--- src/rtl/seg7_scan_decoder.sv ---
// ============================================================================
// seg7_scan_decoder
// ----------------------------------------------------------------------------
// Receive side of a multiplexed 7-segment scan bus. The scanned sel/seg lines
// are synchronized. Each dwell must stay unchanged for SETTLE_CYCLES before it
// is captured. The segment pattern is then decoded back to a hex nibble.
// A frame of NUM_DIGITS digits is assembled and offered on a valid/ready port.
//
// Optional feature macro: SEG7DEC_TIMEOUT_EN
//   When defined, adds the sticky `stall` output. It is driven by a no-scan
//   watchdog that counts cycles without a sel change.
//
// Ports:
//   clk           in   clock
//   rst           in   reset, asynchronous assert, active-low
//   sel_in        in   [2:0]  scanned digit select (asynchronous to clk)
//   seg_in        in   [7:0]  scanned segments {dp,g,f,e,d,c,b,a} (asynchronous)
//   frame_digits  out  [4*NUM_DIGITS-1:0]  digit p at [4p+3:4p]
//   frame_blank   out  [NUM_DIGITS-1:0]    bit p set: position p was all off
//   frame_valid   out  a complete frame is held on frame_digits/frame_blank
//   frame_ready   in   consumer accepts when frame_valid && frame_ready
//   code_err      out  one-cycle pulse on an undecodable captured pattern
//   err_pos       out  [2:0]  position of the most recent code_err
//   overrun       out  sticky: a frame completed while the previous one waited
//   stall         out  (SEG7DEC_TIMEOUT_EN only) sticky no-scan watchdog flag
// ============================================================================
module seg7_scan_decoder #(
   parameter int NUM_DIGITS     = 6,
   parameter int SETTLE_CYCLES  = 16,
   parameter bit SEG_ACTIVE_LOW = 1'b1,
   parameter int TIMEOUT_CYCLES = 50000
) (
   input  logic                    clk,
   input  logic                    rst,
   input  logic [2:0]              sel_in,
   input  logic [7:0]              seg_in,
   output logic [4*NUM_DIGITS-1:0] frame_digits,
   output logic [NUM_DIGITS-1:0]   frame_blank,
   output logic                    frame_valid,
   input  logic                    frame_ready,
   output logic                    code_err,
   output logic [2:0]              err_pos,
`ifdef SEG7DEC_TIMEOUT_EN
   output logic                    stall,
`endif
   output logic                    overrun
);

   localparam int CNT_W = $clog2(SETTLE_CYCLES + 1);
   localparam logic [CNT_W-1:0] SETTLE_LAST = CNT_W'(SETTLE_CYCLES - 1);
   localparam logic [CNT_W-1:0] SETTLE_SAT  = CNT_W'(SETTLE_CYCLES);
   localparam logic [NUM_DIGITS-1:0] ALL_SEEN = '1;

   logic                    rst_meta, rst_sync;
   logic [2:0]              sel_meta, sel_sync, sel_q;
   logic [6:0]              seg_meta, seg_sync, seg_q;
   logic [CNT_W-1:0]        stable_cnt;
   logic                    changed, capture, in_range;
   logic [6:0]              pattern;
   logic [5:0]              dec;
   logic                    dec_ok, dec_blank;
   logic [3:0]              dec_nib;
   logic [4*NUM_DIGITS-1:0] digit_sh;
   logic [NUM_DIGITS-1:0]   blank_sh;
   logic [NUM_DIGITS-1:0]   seen, seen_next;
   logic                    frame_done, accept, stall_hold;
   logic                    dp_unused;

   // The decimal point carries no digit information and never takes part
   // in change detection, so it is not brought into the clock domain.
   assign dp_unused = seg_in[7];

   // Maps an active-high g..a pattern to {ok, blank, nibble}.
   function automatic logic [5:0] decode_seg(input logic [6:0] p);
      logic [5:0] r;
      r = 6'b0;
      case (p)
         7'h3F: r = {2'b10, 4'h0};
         7'h06: r = {2'b10, 4'h1};
         7'h5B: r = {2'b10, 4'h2};
         7'h4F: r = {2'b10, 4'h3};
         7'h66: r = {2'b10, 4'h4};
         7'h6D: r = {2'b10, 4'h5};
         7'h7D: r = {2'b10, 4'h6};
         7'h07: r = {2'b10, 4'h7};
         7'h7F: r = {2'b10, 4'h8};
         7'h6F: r = {2'b10, 4'h9};
         7'h77: r = {2'b10, 4'hA};
         7'h7C: r = {2'b10, 4'hB};
         7'h39: r = {2'b10, 4'hC};
         7'h5E: r = {2'b10, 4'hD};
         7'h79: r = {2'b10, 4'hE};
         7'h71: r = {2'b10, 4'hF};
         7'h00: r = {2'b11, 4'h0};
         default: r = 6'b0;
      endcase
      return r;
   endfunction

   // Reset is asserted asynchronously but released only after two clean
   // clock edges, so no flop sees the release edge near its sample point.
   always_ff @(posedge clk or negedge rst) begin
      if (!rst) begin
         rst_meta <= 1'b0;
         rst_sync <= 1'b0;
      end else begin
         rst_meta <= 1'b1;
         rst_sync <= rst_meta;
      end
   end

   // Two-flop synchronizer on the scan bus, followed by a delayed copy that
   // is used both for change detection and as the stable captured value.
   always_ff @(posedge clk or negedge rst_sync) begin
      if (!rst_sync) begin
         sel_meta <= 3'b0;
         sel_sync <= 3'b0;
         sel_q    <= 3'b0;
         seg_meta <= 7'b0;
         seg_sync <= 7'b0;
         seg_q    <= 7'b0;
      end else begin
         sel_meta <= sel_in;
         sel_sync <= sel_meta;
         sel_q    <= sel_sync;
         seg_meta <= seg_in[6:0];
         seg_sync <= seg_meta;
         seg_q    <= seg_sync;
      end
   end

   assign changed = (sel_sync != sel_q) || (seg_sync != seg_q);

   // Settle counter saturates one past the capture value, so the capture
   // strobe fires exactly once per dwell no matter how long it lasts.
   always_ff @(posedge clk or negedge rst_sync) begin
      if (!rst_sync) begin
         stable_cnt <= '0;
      end else if (changed) begin
         stable_cnt <= '0;
      end else if (stable_cnt != SETTLE_SAT) begin
         stable_cnt <= stable_cnt + CNT_W'(1);
      end
   end

   assign capture  = !changed && (stable_cnt == SETTLE_LAST);
   assign in_range = ({1'b0, sel_q} < 4'(NUM_DIGITS));
   assign pattern  = SEG_ACTIVE_LOW ? ~seg_q : seg_q;
   assign dec      = decode_seg(pattern);
   assign dec_ok    = dec[5];
   assign dec_blank = dec[4];
   assign dec_nib   = dec[3:0];

   assign frame_done = (seen == ALL_SEEN);
   assign accept     = frame_valid && frame_ready;

`ifdef SEG7DEC_TIMEOUT_EN
   localparam int WD_W = $clog2(TIMEOUT_CYCLES + 1);
   localparam logic [WD_W-1:0] WD_LIMIT = WD_W'(TIMEOUT_CYCLES);

   logic [WD_W-1:0] wd_cnt;
   logic            sel_changed;

   assign sel_changed = (sel_sync != sel_q);

   // No-scan watchdog: any synced sel movement restarts it and clears the
   // stall flag; a frozen select eventually raises stall.
   always_ff @(posedge clk or negedge rst_sync) begin
      if (!rst_sync) begin
         wd_cnt <= '0;
         stall  <= 1'b0;
      end else if (sel_changed) begin
         wd_cnt <= '0;
         stall  <= 1'b0;
      end else if (wd_cnt != WD_LIMIT) begin
         wd_cnt <= wd_cnt + WD_W'(1);
      end else begin
         stall  <= 1'b1;
      end
   end

   assign stall_hold = stall;
`else
   assign stall_hold = 1'b0;
`endif

   // Next seen mask: a completed frame clears it, but a capture landing in
   // the same cycle still marks its position for the following frame.
   always_comb begin
      seen_next = seen;
      if (frame_done) begin
         seen_next = '0;
      end
      if (capture && in_range && dec_ok) begin
         for (int p = 0; p < NUM_DIGITS; p++) begin
            if (sel_q == 3'(p)) begin
               seen_next[p] = 1'b1;
            end
         end
      end
      if (stall_hold) begin
         seen_next = '0;
      end
   end

   // Shadow buffer, error reporting and the frame handshake. Outputs are
   // only reloaded from the shadow when the consumer has room for them.
   always_ff @(posedge clk or negedge rst_sync) begin
      if (!rst_sync) begin
         digit_sh     <= '0;
         blank_sh     <= '0;
         seen         <= '0;
         frame_digits <= '0;
         frame_blank  <= '0;
         frame_valid  <= 1'b0;
         code_err     <= 1'b0;
         err_pos      <= 3'b0;
         overrun      <= 1'b0;
      end else begin
         code_err <= 1'b0;
         if (capture && in_range) begin
            if (dec_ok) begin
               for (int p = 0; p < NUM_DIGITS; p++) begin
                  if (sel_q == 3'(p)) begin
                     digit_sh[4*p +: 4] <= dec_nib;
                     blank_sh[p]        <= dec_blank;
                  end
               end
            end else begin
               code_err <= 1'b1;
               err_pos  <= sel_q;
            end
         end
         seen <= seen_next;
         if (frame_done) begin
            if (!frame_valid || accept) begin
               frame_digits <= digit_sh;
               frame_blank  <= blank_sh;
               frame_valid  <= 1'b1;
            end else begin
               overrun <= 1'b1;
            end
         end else if (accept) begin
            frame_valid <= 1'b0;
         end
      end
   end

endmodule
--- config.mk ---
export PLATFORM = sky130hd
export DESIGN_NAME = seg7_scan_decoder
export DESIGN_NICKNAME = d
export VERILOG_FILES = /design/src/rtl/seg7_scan_decoder.sv
export SDC_FILE = /design/constraint.sdc
export NUM_CORES = 1
export LEC_CHECK = 0
export ABC_AREA = 1
export ABC_CLOCK_PERIOD_IN_PS = 9000
export CAP_MARGIN = 20
export CELL_PAD_IN_SITES_DETAIL_PLACEMENT = 2
export CELL_PAD_IN_SITES_GLOBAL_PLACEMENT = 2
export CORE_UTILIZATION = 38
export DETAILED_ROUTE_END_ITERATION = 6
export GPL_ROUTABILITY_DRIVEN = 0
export PLACE_DENSITY = 0.82
export SETUP_SLACK_MARGIN = 0.5
export SYNTH_ARGS = -nofsm -noshare
export SYNTH_HDL_FRONTEND = slang
export SYNTH_SLANG_ARGS = --single-unit
export TNS_END_PERCENT = 30
--- constraint.sdc ---
create_clock -name clk -period 9 [get_ports clk]
set_input_delay 1.8 -clock clk [delete_from_list [all_inputs] [get_ports clk]]
set_output_delay 1.8 -clock clk [all_outputs]
set_load 0.02 [all_outputs]
==> run metrics <==
Peak VDD IR=0.201 mV; antenna violations before repair=0; row cnt=39; Reg2Reg Depth=11; Post-Synth Adder-Cell Area=0.837%; Yosys reg bits=109; crit path cell chain=clkdlybuf4s50_1; total net switching power=0.000211 W; slowest CP cell=clkdlybuf4s50_1; CTS Buf Count=9; final antenna diode count=0; drt wl/cell=16.6 µm; CTS Root Cell=clkbuf_16; CP Capture Type=output port; Starting Density=39.1%; simple-gate share of the synthesized area=25.5%; Post-Syn Area per Cell=9.66 µm²; Setup Fix Bufs, Post-CTS=0; xor/xnor share of the synthesized area=0.391%; CP arrival=1350 ps; net count after synthesis=481; Design Power=0.000913 W; # resized after CTS=0; Worst-Skew Late Latency=360 ps; met1 wire length=4680 µm; f_max=317 MHz; metal2 WL=5830 µm; worst flop-to-flop path startpoint=seg_q[0]$_DFF_PN0_; Synth Cell Area=0.00448 mm²; Worst Path Required=7200 ps; drc violations=0; Slew Limit Fails=0; clock power share=40.2%; Worst R2R Setup Slack=6330 ps; Die ar.=0.0122 mm²; CTS H-tree lvls=3; first-pass GRT wire length=18800 µm; Yosys top cell area share=60.8%; most used flip-flop cell after synthesis=dfrtp_1; Gate power share=4.3%; # setup viols final=0; Final Cycle Share=35.0%; Setup CP Type=reg2out; top post-synthesis cells by area=dfrtp_1 61%, nand2_1 13%, mux2_2 7.5%; asr flop ratio synth=100%; setup TNS=0 ps; Die Y=111 µm; Final Routed Wirelength=11000 µm; register area=0.00273 mm²; CP delay by family, top=buffers and inverters; sequential power share=55.5%; Seq/Total Area, Yosys=60.8%; Setup WS post-layout=5850 ps; total track usage=19.8%; Layout area overhead=19.9%; top post-synthesis cells by count=154 x nand2_1, 109 x dfrtp_1, 51 x nor2_1, 33 x inv_1, 31 x nand4_1; I/O pins=50; vias in the first global route=3763; Vias=3345; first drt pass iteration count=4; switching share of power=23.1%; cell count after placement=647; pre-CTS WS=5550 ps; post-route insts no fill=662; crit path buf inv count=1; Crit path depth=1; crit path max fanout=2; Distinct cells, synth=20; Synth warnings=0; Worst Tran Pin Value=872 ps; Compound-Gate Fraction of Synth Area=0.726%; # port buffers=48; reg-to-reg endpoint=digit_sh[10]$_DFFE_PN0P_; Detailed Route Iter0 Violations=99; Clock Pin Slew Worst Setup and Hold Paths=70 ps; Final Critical Period=3150 ps; largest net degree at the start of global routing=69; clk sink count=109; EDFF count, synth=0; Max transition margin=41.9%; Worst Skew=10.7 ps; area leader, netlist=dfrtp_1; Via-to-Cell Ratio=5.05; dominant cell by count in the synthesized netlist=nand2_1; Max Root-Sink Buffers=2; Max Cap Viol=0; Remaining Overflow, GRT=0; area of the multi-input gates=0.00157 mm²; fin nets=532; WL met3=357 µm; post-DP HPWL=7820 µm; largest family of logic cells by synthesized area=simple AND/OR/NAND/NOR gates; # hold bufs at CTS=0; Critical Path End=frame_blank[1]; top sig layer=met4; Pleak=2.79 nW; Pwr Density=170 mW/mm²; Core Util, Final=46.9%; Startpoint Class=flop; CTS tree=built; status=finished clean; core area=0.0115 mm²; hold crit path type=reg2async; Final Hold Fails=0; Die W=111 µm; post-route ant nets=0; mux contribution to synthesized area=7.54%; CP max stage delay=620 ps; Pint=0.000702 W; layout cells sized above 1=9.63%; Post-Syn Instances=464; unrepaired setup endpoints after global routing=no; fillers=1228; crit path launch=frame_blank[1]$_DFFE_PN0P_
## worst reg2reg max path: stages, from the launching register on
cell     delay [ps]
dfrtp_1         440
nand2_1         100
inv_1            90
nand2_1          50
nor2_1          490
nor2_1          120
nand2_1          80
nor2_1           60
nand2_2         480
nand3_1         370
nand2_1         200
nand2_1          90
## final cells by class
type	instances	share of cell area, %
Inverter	33	2.30
Clock inverter	4	0.442
Sequential cell	109	50.8
Timing Repair Buffer	51	9.36
Multi-Input combinational cell	311	29.3
Clock buffer	11	4.51
Tap cell	143	3.33
## per-stage QoR
stage | hold WS [ps] | area, µm²
after floorplan | 331 | 4480
after global placement | 317 | 5110
after detailed placement | 327 | 5110
after CTS | 331 | 5380
after global routing | 350 | 5380
final | 296 | 5380
## how the worst min path moves through the flow
stage | from | to | slack (ps) | depth (start not counted)
2_1_floorplan | rst_meta$_DFF_PN0_ | rst_sync$_DFF_PN0_ | 330 | 0
3_3_place_gp | rst_sync$_DFF_PN0_ | sel_sync[0]$_DFF_PN0_ | 320 | 0
3_5_place_dp | rst_sync$_DFF_PN0_ | sel_sync[0]$_DFF_PN0_ | 330 | 0
4_1_cts | rst_sync$_DFF_PN0_ | sel_sync[0]$_DFF_PN0_ | 330 | 0
5_1_grt | rst_sync$_DFF_PN0_ | sel_q[1]$_DFF_PN0_ | 350 | 0
6_report | rst_sync$_DFF_PN0_ | sel_q[1]$_DFF_PN0_ | 300 | 0
## power groups by stage
stage	Sequential [W]	Combinational (W)	Clock [W]
CTS	0.000507	0.0000404	0.000379
floorplan	0.000517	0.0000215	0
detailed placement	0.000517	0.0000398	0
finish	0.000507	0.0000392	0.000367
global placement	0.000516	0.0000379	0
global route	0.000508	0.0000446	0.000395
## layout by cell type, fill, tap and decap left out
cell type	instances
nand3_1	22
nor3_4	1
clkdlybuf4s50_1	48
dfrtp_4	1
clkbuf_8	1
clkbuf_1	1
nand4_1	31
ha_1	3
o21bai_1	1
xor2_1	2
inv_6	1
a21oi_1	5
clkbuf_16	9
mux2_2	30
buf_4	3
nor3_1	8
nand2_2	1
nor2_1	51
nor3b_1	1
conb_1	1
inv_1	33
clkinv_2	3
dfrtp_1	108
nand2_1	154
## registers in the layout, summed over array words and instances, names as in the netlist, 3 cells and up
| signal | flops |
|---|---|
| digit_sh | 24 |
| frame_digits | 24 |
| seg_meta | 7 |
| seg_q | 7 |
| seg_sync | 7 |
| blank_sh | 6 |
| frame_blank | 6 |
| seen | 6 |
| stable_cnt | 5 |
| err_pos | 3 |
| sel_meta | 3 |
| sel_q | 3 |
| sel_sync | 3 |
## routing by layer
metal / track usage [%] / vias to the layer above
met1: 23.5 / 1702
met5: 0 / -
met2: 35.1 / 46
li1: - / 1589
met4: 5.51 / 0
met3: 5.21 / 8
## cell families (layout without fill, tap and decap cells)
kind of cell / count (synthesis) / in the layout
XOR/XNOR: 2 / 2
AO/OA/AOI/OAI: 6 / 6
other: 1 / 1
multiplexers: 30 / 30
flip-flops: 109 / 109
AND/OR/NAND/NOR: 269 / 269
adder cells (fa/ha/maj): 3 / 3
buffers and inverters: 44 / 99
(Power assumes the default switching activity.)
